==> config.mk <==
export PLATFORM = sky130hd
export DESIGN_NAME = adder_accum_flat
export DESIGN_NICKNAME = d
export VERILOG_FILES = /design/src/rtl/adder_pkg.sv /design/src/rtl/adder_accum_if.sv /design/src/rtl/adder_accum_hold.sv /design/src/rtl/adder_accum.sv /design/src/flat_wrapper.sv
export SDC_FILE = /design/constraint.sdc
export NUM_CORES = 1
export LEC_CHECK = 0
export BUFFER_PORTS_ARGS = -buffer_cell sky130_fd_sc_hd__buf_2
export CAP_MARGIN = 20
export CORE_ASPECT_RATIO = 1.75
export CORE_UTILIZATION = 45
export DETAILED_ROUTE_END_ITERATION = 10
export PLACE_DENSITY = 0.78
export SETUP_SLACK_MARGIN = 0.3
export SYNTH_ARGS = -nofsm -noshare
export SYNTH_HDL_FRONTEND = slang
export SYNTH_SLANG_ARGS = --single-unit
==> constraint.sdc <==
create_clock -name clk -period 9.1 [get_ports clk]
set_clock_uncertainty 0.2 [all_clocks]
set_input_delay 0.91 -clock clk [delete_from_list [all_inputs] [get_ports clk]]
set_output_delay 0.91 -clock clk [all_outputs]
set_load 0.05 [all_outputs]
==> src/rtl/adder_pkg.sv <==
// adder_pkg: width helpers and limits shared by the adder tree and its accumulator
package adder_pkg;
   localparam int ADDER_ACCUM_MAX_COUNT = 1024;
   function automatic int pos_bits(input int n);
      return (n > 1) ? $clog2(n) : 1;
   endfunction
   function automatic int sum_bits(input int bits, input int n);
      return bits + $clog2(n);
   endfunction
endpackage

==> src/rtl/adder_accum_if.sv <==
// adder_accum_if: sample input, clear, and the frame-sum valid/ready output of adder_accum
interface adder_accum_if #(
   parameter int BITS  = 17,
   parameter int COUNT = 4
);
   import adder_pkg::*;
   localparam int OUT_BITS = sum_bits(BITS, COUNT);
   localparam int POS_BITS = pos_bits(COUNT);
   logic                valid;
   logic [BITS-1:0]     data_in;
   logic                clear;
   logic                ready;
   logic [OUT_BITS-1:0] o;
   logic                valid_out;
   logic                overflow;
   logic [POS_BITS-1:0] frame_pos;
   modport master (
      output valid, data_in, clear, ready,
      input  o, valid_out, overflow, frame_pos
   );
   modport slave (
      input  valid, data_in, clear, ready,
      output o, valid_out, overflow, frame_pos
   );
endinterface

==> src/rtl/adder_accum_hold.sv <==
// adder_accum_hold: single-entry valid/ready output register; flags a load it cannot take
module adder_accum_hold #(
   parameter int W = 19
) (
   input  logic         clk,
   input  logic         rst,
   input  logic         load,
   input  logic [W-1:0] load_data,
   input  logic         ready,
   output logic [W-1:0] o,
   output logic         valid_out,
   output logic         drop
);
   logic [W-1:0] r_o;
   logic         r_valid;
   logic         w_pop;
   assign w_pop     = r_valid & ready;
   assign drop      = load & r_valid & ~ready;
   assign o         = r_o;
   assign valid_out = r_valid;
   always_ff @(posedge clk) begin
      if (rst) begin
         r_o     <= '0;
         r_valid <= 1'b0;
      end else if (load && (!r_valid || ready)) begin
         r_o     <= load_data;
         r_valid <= 1'b1;
      end else if (w_pop) begin
         r_valid <= 1'b0;
      end
   end
endmodule

==> src/rtl/adder_accum.sv <==
// adder_accum: sums COUNT valid samples into one frame and presents it via a hold register
module adder_accum
   import adder_pkg::*;
#(
   parameter int BITS  = 17,
   parameter int COUNT = 4
) (
   input logic          clk,
   input logic          rst,
   adder_accum_if.slave bus
);
   localparam int OUT_BITS = sum_bits(BITS, COUNT);
   localparam int POS_BITS = pos_bits(COUNT);
   if (COUNT < 1 || COUNT > ADDER_ACCUM_MAX_COUNT) begin : g_bad_count
      $error("adder_accum: COUNT must be in 1..%0d", ADDER_ACCUM_MAX_COUNT);
   end
   logic [OUT_BITS-1:0] r_acc;
   logic [POS_BITS-1:0] r_pos;
   logic                r_ovf;
   logic                w_start;
   logic                w_done;
   logic                w_drop;
   logic [OUT_BITS-1:0] w_sum;
   // w_sum doubles as the frame result on the completing sample
   always_comb begin
      w_start = bus.clear || r_pos == '0;
      w_sum   = (w_start ? '0 : r_acc) + OUT_BITS'(bus.data_in);
      w_done  = bus.valid && (bus.clear ? COUNT == 1 : r_pos == POS_BITS'(COUNT - 1));
   end
   always_ff @(posedge clk) begin
      if (rst) begin
         r_acc <= '0;
         r_pos <= '0;
         r_ovf <= 1'b0;
      end else begin
         if (bus.valid) begin
            r_acc <= w_sum;
            r_pos <= w_done ? '0 : bus.clear ? POS_BITS'(1) : r_pos + 1'b1;
         end else if (bus.clear) begin
            r_acc <= '0;
            r_pos <= '0;
         end
         r_ovf <= r_ovf | w_drop;
      end
   end
   adder_accum_hold #(.W(OUT_BITS)) u_hold (
      .clk       (clk),
      .rst       (rst),
      .load      (w_done),
      .load_data (w_sum),
      .ready     (bus.ready),
      .o         (bus.o),
      .valid_out (bus.valid_out),
      .drop      (w_drop)
   );
   assign bus.overflow  = r_ovf;
   assign bus.frame_pos = r_pos;
endmodule

==> src/flat_wrapper.sv <==
// flat-port wrapper written by rule: the top's interface ports become plain ports
module adder_accum_flat import adder_pkg::*;
#(
   parameter int BITS  = 17,
   parameter int COUNT = 4
)
  (clk, rst, bus_valid, bus_data_in, bus_clear, bus_ready, bus_o, bus_valid_out, bus_overflow, bus_frame_pos);
  adder_accum_if #(.BITS(BITS), .COUNT(COUNT)) bus_i ();
  input logic clk;
  input logic rst;
  input wire logic [$bits(bus_i.valid)-1:0] bus_valid;
  input wire logic [$bits(bus_i.data_in)-1:0] bus_data_in;
  input wire logic [$bits(bus_i.clear)-1:0] bus_clear;
  input wire logic [$bits(bus_i.ready)-1:0] bus_ready;
  output wire logic [$bits(bus_i.o)-1:0] bus_o;
  output wire logic [$bits(bus_i.valid_out)-1:0] bus_valid_out;
  output wire logic [$bits(bus_i.overflow)-1:0] bus_overflow;
  output wire logic [$bits(bus_i.frame_pos)-1:0] bus_frame_pos;
  assign bus_i.valid = bus_valid;
  assign bus_i.data_in = bus_data_in;
  assign bus_i.clear = bus_clear;
  assign bus_i.ready = bus_ready;
  assign bus_o = bus_i.o;
  assign bus_valid_out = bus_i.valid_out;
  assign bus_overflow = bus_i.overflow;
  assign bus_frame_pos = bus_i.frame_pos;
  adder_accum #(.BITS(BITS), .COUNT(COUNT)) u_core (.clk(clk), .rst(rst), .bus(bus_i));
endmodule
Word-level counts from Yosys, hierarchy flattened
Cells that the tools add are included.
{"block": "totals", "elab_cells": 31, "romBits": 0, "n_memories": 0, "input_bits": 22, "ff_bits": 42, "latch_bits": 0, "ramBits": 0}
{"block": "op_classes", "n_shift": 0, "n_lt_le_gt_ge": 0, "n_mul": 0, "muxes": 10, "n_bitwise": 5, "div": 0, "eq_ne": 1, "n_addsub": 2, "n_reduce_logical": 8}
{"cell": "$mux 19", "n": 3}
{"cell": "$add 19x17->19", "n": 1}
{"cell": "$mux 2", "n": 4}
{"cell": "$reduce_bool 2->1", "n": 2}
{"cell": "$and 1x1->1", "n": 3}
{"cell": "$mux 1", "n": 3}
{"cell": "$add 2x1->2 const B", "n": 1}
{"cell": "$eq 2x2->1 const B", "n": 1}
{"cell": "$logic_and 1x1->1", "n": 2}
{"cell": "$logic_not 2->1", "n": 1}
{"cell": "$logic_or 1x1->1", "n": 2}
{"cell": "$logic_not 1->1", "n": 1}
{"cell": "$not 1->1", "n": 1}
{"cell": "$or 1x1->1", "n": 1}

Longest topological paths before layout
Gate-level depths: netlist (run 1).
{"block": "logic_depth", "depth_word": 6, "ltp_mapped": 13, "depth_no_buf": 12}

Modules after synthesis
From an unflattened synthesis (run 1), not the netlist that was laid out.
{"block": "hier_totals", "cells_unflattened": 327, "hier_area_um2": 2859.0}
{"mod": "adder_accum", "n_inst": 1, "seq_area_each_um2": 440.4, "cells_each": 239, "area_each_um2": 1945.6}
{"mod": "adder_accum_hold", "n_inst": 1, "seq_area_each_um2": 400.4, "cells_each": 88, "area_each_um2": 913.4}

Worst setup path before layout (run 1)
Ideal clock, no wire load.
{"block": "synth_timing", "path_type": "flip-flop to flip-flop", "from": "register u_core.r_pos[0], in the netlist u_core.bus.frame_pos[0]", "to": "register u_core.r_acc[16]", "path_stages_with_launch": 14, "t_arrival_ns": 3.212, "required_time_ns": 8.838, "n_path_buf": 1, "slack_ns": 5.626, "path_cell_list": "dfxtp_1 > inv_1 > ha_1 > nor2_1 > clkbuf_1 > and2_1 > ha_1 > fa_1 > a21o_1 > a221o_1 > a31o_2 > a41oi_2 > or4b_1 > nand3_1"}
{"block": "synth_via", "elab_chain_cells": 5}
{"item": "start, declared", "line": "adder_accum.sv:18", "text": "logic [POS_BITS-1:0] r_pos;"}
{"item": "start signal, assigned", "line": "adder_accum.sv:38", "text": "r_pos <= w_done ? '0 : bus.clear ? POS_BITS'(1) : r_pos + 1'b1;"}
{"item": "$logic_not 2->1", "line": "adder_accum.sv:26", "text": "w_start = bus.clear || r_pos == '0;"}
{"item": "$logic_or 1x1->1", "line": "adder_accum.sv:26"}
{"item": "$mux 19", "line": "adder_accum.sv:27", "text": "w_sum = (w_start ? '0 : r_acc) + OUT_BITS'(bus.data_in);"}
{"item": "$add 19x17->19", "line": "adder_accum.sv:27"}
{"item": "$mux 19", "line": "adder_accum.sv:36", "text": "if (bus.valid) begin"}
{"item": "end signal, assigned", "line": "adder_accum.sv:37", "text": "r_acc <= w_sum;"}
{"item": "end, declared", "line": "adder_accum.sv:17", "text": "logic [OUT_BITS-1:0] r_acc;"}
No other way between the ends.
A chain may end at the register's enable or synchronous reset.

Worst setup path after layout (run 1)
{"block": "layout_timing", "from": "input port bus_clear", "to": "register u_core.u_hold.r_o[18], in the netlist u_core.u_hold.o[18]"}
{"block": "layout_via", "elab_chain_cells": 3, "elab_cells_between_ends": 6, "classes_between": "add/sub: 1; mux: 2; reduce/logical: 3"}
{"item": "start, declared", "line": "flat_wrapper.sv:13", "text": "input wire logic [$bits(bus_i.clear)-1:0] bus_clear;"}
{"item": "$logic_or 1x1->1 or $mux 1 (tied branches)", "line": "adder_accum.sv:26, adder_accum.sv:28"}
{"item": "$mux 19 or $logic_and 1x1->1 (tied branches)", "line": "adder_accum.sv:27, adder_accum.sv:28"}
{"item": "$add 19x17->19 or $logic_and 1x1->1 (tied branches)", "line": "adder_accum.sv:27, adder_accum_hold.sv:25"}
{"item": "end signal, assigned", "line": "adder_accum_hold.sv:26", "text": "r_o <= load_data;"}
{"item": "end, declared", "line": "adder_accum_hold.sv:14", "text": "logic [W-1:0] r_o;"}
Several ways; a longest one is shown, not always the timed one.

==> out/qor.yml, run 1 <==
fin_crit_ns: 4.21
holdPathEnd: "u_core.u_hold.o[6]"
maxCapViolCount: 0
n_fill_cell: 617
grt_overflow: 0
p_total_w: 0.000376
relSlewSlack: 0.345
drtAntennaViolNets: 0
die-area_mm2: 0.00649
hold_start: "u_core.u_hold.o[6]"
path_clk_slew_ns: 0.09
cp.buffers_inverters: 1
period_share: 0.463
cp-start-kind: "input port"
synth_fp_nets: 385
viasPerCell: 5.96
cts_setup_buffers: 0
r2r_setup_slack_ns: 5.12
rows: 37
critPathKind: "input port to flop"
cts_hold_buf: 0
grt_pass1_vias: 2682
die_w_um: 61.3
synth_seq_cells: 42
vias: 2692
setup_viol: 0
synth-edff-count: 0
drtIter0Drc: 95
drt-wirelength-per-cell_um: 16.7
synth_area_leader_cell: "dfxtp_1"
grt_max_degree: 65
tns_ns: 0
avgSynthCellArea_um2: 8.08
r2r_end: "u_core.u_hold.o[18]"
post-synth-top-count-cell: "dfxtp_1"
yosysWarningCount: 0
rsz0062_at_grt: "no"
gp_congestion: 0.915
initial_core_util: 0.468
hold_viol: 0
ioPinCount: 45
endpoint_kind: "flop"
clock-sinks: 42
syn_inst: 343
numPortBuffers: 44
antenna_found_initial: 0
drcViolationCount: 0
dr.pass1.iters: 5
status: "finished clean"
leakagePower_nw: 1.32
numCtsBuffers: 5
slowest_stage: "nor2_1"
async_reset_ff_frac: 0
arrival_ns: 4.25
min_path_cells: 2
core_area_mm2: 0.00593
rr_worst_depth: 11
die_h_um: 106
final_nets: 415
drive_gt1_frac: 0.166
grt_usage: 0.255
max-vdd-ir-drop_v: 0.0000970
grt_pass1_wl_um: 12400
seq_area_um2: 841
yosysSeqAreaShare: 0.303
worst_ep_required_time_ns: 9.14
diodes: 0
max_stage_delay_ns: 0.80
powerDensity_mw_per_mm2: 121
syn_to_final_growth_pct: 11.9
cts_buffer_depth: 2
slew_viol_final: 0
multiInputGateArea_mm2: 0.00183
root_buffer: "clkbuf_8"
hold_path.class: "flop to flop"
cts_tree: "done"
synth_area_mm2: 0.00277
synth_top_flop_cell: "dfxtp_1"
tightest_slew_ns: 0.982
h-tree-depth: 2
ys_top_cells_by_count: "42 x dfxtp_1, 34 x a21oi_1, 33 x nand2_1, 26 x nor2_1"
reg2reg_from: "u_core.bus.frame_pos[0]"
cpLargestDelayFamily: "compound AO/OA/AOI/OAI gates"
crit_chain: "buf_2 > nor2_1 > and2_1 > ha_1 > a21o_1 > a221o_1 > a311oi_2 > nor3_1 > o31ai_1 > nor3b_2"
drt-total-wl_um: 7550
cts.repair.resized: 0
yosys-top-cells-area: "dfxtp_1 30%, ha_1 8.6%, a21oi_1 6.1%, nand3b_1 4.9%, nand2_1 4.5%"
fmax_mhz: 237
insertion_delay_ns: 0.31
hpwl_um: 5400
ys_types: 54
synth_top_area_frac: 0.303
cp_max_fo: 24
==> layer usage <==
metal  GRT usage  wire, um  vias to the layer above  share of wire
met1       0.275      2760                     1280           0.37
li1            -         -                     1312              -
met2       0.438      4130                       72           0.55
met4       0.166       373                        0          0.049
met3      0.0331       280                       28          0.037
met5           0         0                        -              0
==> layout by cell type (no fill, tap or decap), types with 4 or more instances in the layout <==
cell      instances
or3_1             4
and2_1           19
nor3_1            8
clkbuf_8          5
dfxtp_1          42
nor2b_1           5
or4_1             6
nor3b_1          12
ha_1             19
o21ai_0           9
a21o_1            6
nand3_1          12
nand2_1          33
nor2_1           26
xor2_1            4
nand4b_1          7
buf_2            44
nand3b_1         18
a21oi_1          34
==> report_power, final <==
| part | total [W] | leakage, nW | internal (W) | switching [W] |
|---|---|---|---|---|
| clock | 0.000130 | 0.0408 | 0.0000550 | 0.0000750 |
| combinational | 0.0000551 | 0.939 | 0.0000204 | 0.0000347 |
| sequential | 0.000191 | 0.342 | 0.000189 | 0.00000240 |
==> cell type report <==
cell class | instances | share of cell area
multi-input cells | 276 | 0.590
flip-flops and latches | 42 | 0.271
repair buffers | 45 | 0.0734
well taps | 78 | 0.0315
clock buffers | 5 | 0.0222
clock inverters | 3 | 0.00767
inverters | 3 | 0.00363
==> per-stage QoR <==
stage	util	cell area [um2]	hold WS (ns)	instances	setup slack, ns
after detailed placement	0.508	3010	0.246	444	4.66
after floorplan	-	2770	0.217	343	5.63
after global routing	0.523	3100	0.274	452	4.66
after CTS	0.523	3100	0.260	452	4.97
after global placement	0.508	3010	0.241	444	4.77
final	0.523	3100	0.258	452	4.89
==> how the worst max path moves through the flow <==
stage | start | end | slack (ns) | cells past startpoint
after floorplan | u_core.bus.frame_pos[0] | u_core.r_acc[16] | 5.63 | 13
after global routing | bus_clear | u_core.u_hold.o[18] | 4.66 | 10
after CTS | bus_clear | u_core.u_hold.o[18] | 4.97 | 10
after global placement | bus_clear | u_core.u_hold.o[18] | 4.77 | 10
after detailed placement | bus_clear | u_core.u_hold.o[18] | 4.66 | 10
final | bus_clear | u_core.u_hold.o[18] | 4.89 | 10
==> state kept, by name, indices dropped and copies added, names as in the netlist <==
signal	cells
u_core.u_hold.o	19
u_core.bus.overflow	1
u_core.bus.frame_pos	2
u_core.u_hold.valid_out	1
u_core.r_acc	19
==> cells by family (layout without fill, tap and decap cells) <==
group,Yosys count,in the layout,synth area share
simple gates,165,165,0.342
compound gates,84,84,0.203
flops,42,42,0.303
buf+inv,25,56,0.0361
fa+ha+maj,20,20,0.0930
xor+xnor,6,6,0.0190
mux,1,1,0.00361
==> tightest hold or removal path: cells and delay by family (launching register included) <==
| family | cells | cell delay [ns] |
|---|---|---|
| AOI/OAI and AO/OA | 1 | 0.05 |
| DFF | 1 | 0.32 |
| and+or+nand+nor | 1 | 0.05 |
No activity file was read; power rests on OpenSTA's default activity.
==> run 2: changes to the inputs <==
==> constraint.sdc (replaced) <==
create_clock -name clk -period 4 [get_ports clk]
set_clock_uncertainty 0.2 [all_clocks]
set_input_delay 0.4 -clock clk [delete_from_list [all_inputs] [get_ports clk]]
set_output_delay 0.4 -clock clk [all_outputs]
set_load 0.05 [all_outputs]
==> run 2 against run 1 <==
Final cell count grew 0.66%; sequential cell count stayed put; via count is 1.0% higher; worst setup slack worse by 4.2 ns; non-clock buffer count is 3 higher; global-route usage is 0.30 points lower; worst hold slack worse by 0.049 ns; register-to-register slack lost 4.5 ns; first-iteration DRC count increased by 16%; core utilization increased by 0.68 points; largest power group unchanged.
==> out/qor.yml, run 2 (synthesized netlist as in run 1, its figures left out) <==
status: "finished clean"
rows: 37
drtAntennaViolNets: 0
cts.repair.resized: 0
critPathLaunch: "u_core.bus.frame_pos[0]"
power.share.clock: 0.381
layout.cells.most_common: "buf_2"
n_fill_cell: 620
drtIter0Drc: 110
r2r_end: "u_core.r_acc[8]"
max_stage_delay_ns: 0.41
worstSetupEndpoint: "u_core.r_acc[8]"
hold_viol: 0
cts_setup_buffers: 0
path_clk_slew_ns: 0.09
vias: 2719
cts_hold_buf: 0
critPathKind: "flop to flop"
crit_chain: "inv_1 > ha_1 > nor2_1 > buf_4 > and2_1 > ha_1 > fa_1 > a21o_1 > a221o_1 > a21o_1 > a21oi_1 > nor4b_1 > a221o_1"
leakagePower_nw: 1.35
setup_viol: 0
arrival_ns: 3.34
endpoint_kind: "flop"
grt_pass1_wl_um: 12300
max-vdd-ir-drop_v: 0.000179
cpLargestDelayFamily: "compound AO/OA/AOI/OAI gates"
slowest_stage: "fa_1"
viasPerCell: 5.98
final_nets: 418
initial_core_util: 0.468
core_area_mm2: 0.00593
dr.pass1.iters: 4
reg2reg_from: "u_core.bus.frame_pos[0]"
grt_overflow: 0
maxCapViolCount: 0
p_sw_frac: 0.269
tightest_slew_ns: 0.987
root_buffer: "clkbuf_8"
tns_ns: 0
worst_ep_required_time_ns: 3.99
die_h_um: 106
r2r_setup_slack_ns: 0.65
ioPinCount: 45
cts_tree: "done"
intPower_w: 0.000663
cts_buffer_depth: 2
drt-total-wl_um: 7470
fin_crit_ns: 3.35
p_sw_w: 0.000244
hold_start: "bus_ready"
grt_max_degree: 65
drive_gt1_frac: 0.170
die-area_mm2: 0.00649
drcViolationCount: 0
slew_viol_final: 0
period_share: 0.838
numPortBuffers: 44
syn_to_final_growth_pct: 13.3
final_cell_mix: "44 x buf_2, 42 x dfxtp_1, 34 x a21oi_1"
relSlewSlack: 0.342
hpwl_um: 5470
rr_worst_depth: 13
clock-sinks: 42
cp-start-kind: "flop"
p_total_w: 0.000907
grt_pass1_vias: 2672
gp_congestion: 0.909
die_w_um: 61.3
grt_usage: 0.252
antenna_found_initial: 0
insertion_delay_ns: 0.30
powerDensity_mw_per_mm2: 289
numCtsBuffers: 5
diodes: 0
cp.buffers_inverters: 2
fmax_mhz: 298
worst-path-stages: 13
rsz0062_at_grt: "no"
drt-wirelength-per-cell_um: 16.4
h-tree-depth: 2
p_comb_frac: 0.140
hold_path.class: "input port to flop"
cp_max_fo: 19
pwr-share-seq: 0.479
## run 2: layout make-up
cell class              instances  area (um2)  share of cell area
multi-input cells             276        1830               0.583
clock buffers                   6        72.6              0.0231
repair buffers                 48         250              0.0797
well taps                      78        97.6              0.0311
clock inverters                 2        37.5              0.0120
flip-flops and latches         42         841               0.268
inverters                       3        11.3             0.00359
## run 2: stage by stage
step	hold WS, ns	util	worst slack, ns	instances	cell area [um2]
after detailed placement	0.248	0.511	0.671	447	3030
after global routing	0.255	0.530	0.477	455	3140
final	0.209	0.530	0.647	455	3140
after global placement	0.242	0.511	0.731	447	3030
after floorplan	0.217	-	0.526	343	2770
after CTS	0.210	0.530	0.652	455	3140
## run 2: how the worst min path moves through the flow
stage | endpoint | slack [ns] | cells past startpoint
CTS | u_core.u_hold.valid_out | 0.21 | 3
floorplan | u_core.r_acc[13] | 0.22 | 2
finish | u_core.u_hold.valid_out | 0.21 | 3
detailed placement | u_core.u_hold.o[13] | 0.25 | 2
global route | u_core.u_hold.valid_out | 0.25 | 3
global placement | u_core.u_hold.o[9] | 0.24 | 2
## run 2: metal layers
layer | global-route usage | up-vias | wire length, um
met2 | 0.428 | 84 | 3930
met3 | 0.0331 | 34 | 294
met4 | 0.175 | 0 | 504
met1 | 0.271 | 1280 | 2730
li1 | - | 1321 | -
met5 | 0 | - | 0
## run 2: worst min-delay path: cells and delay by family
family	cells	cell delay (ns)
AND/OR/NAND/NOR	1	0.12
buffers and inverters	1	0.09
AO/OA/AOI/OAI	1	0.07
## run 2: power by group through the flow
stage,sequential [W],clock [W],combinational [W]
global placement,0.000443,0,0.000122
detailed placement,0.000444,0,0.000126
floorplan,0.000447,0,0.0000845
CTS,0.000434,0.000348,0.000126
global route,0.000436,0.000361,0.000139
finish,0.000434,0.000346,0.000127
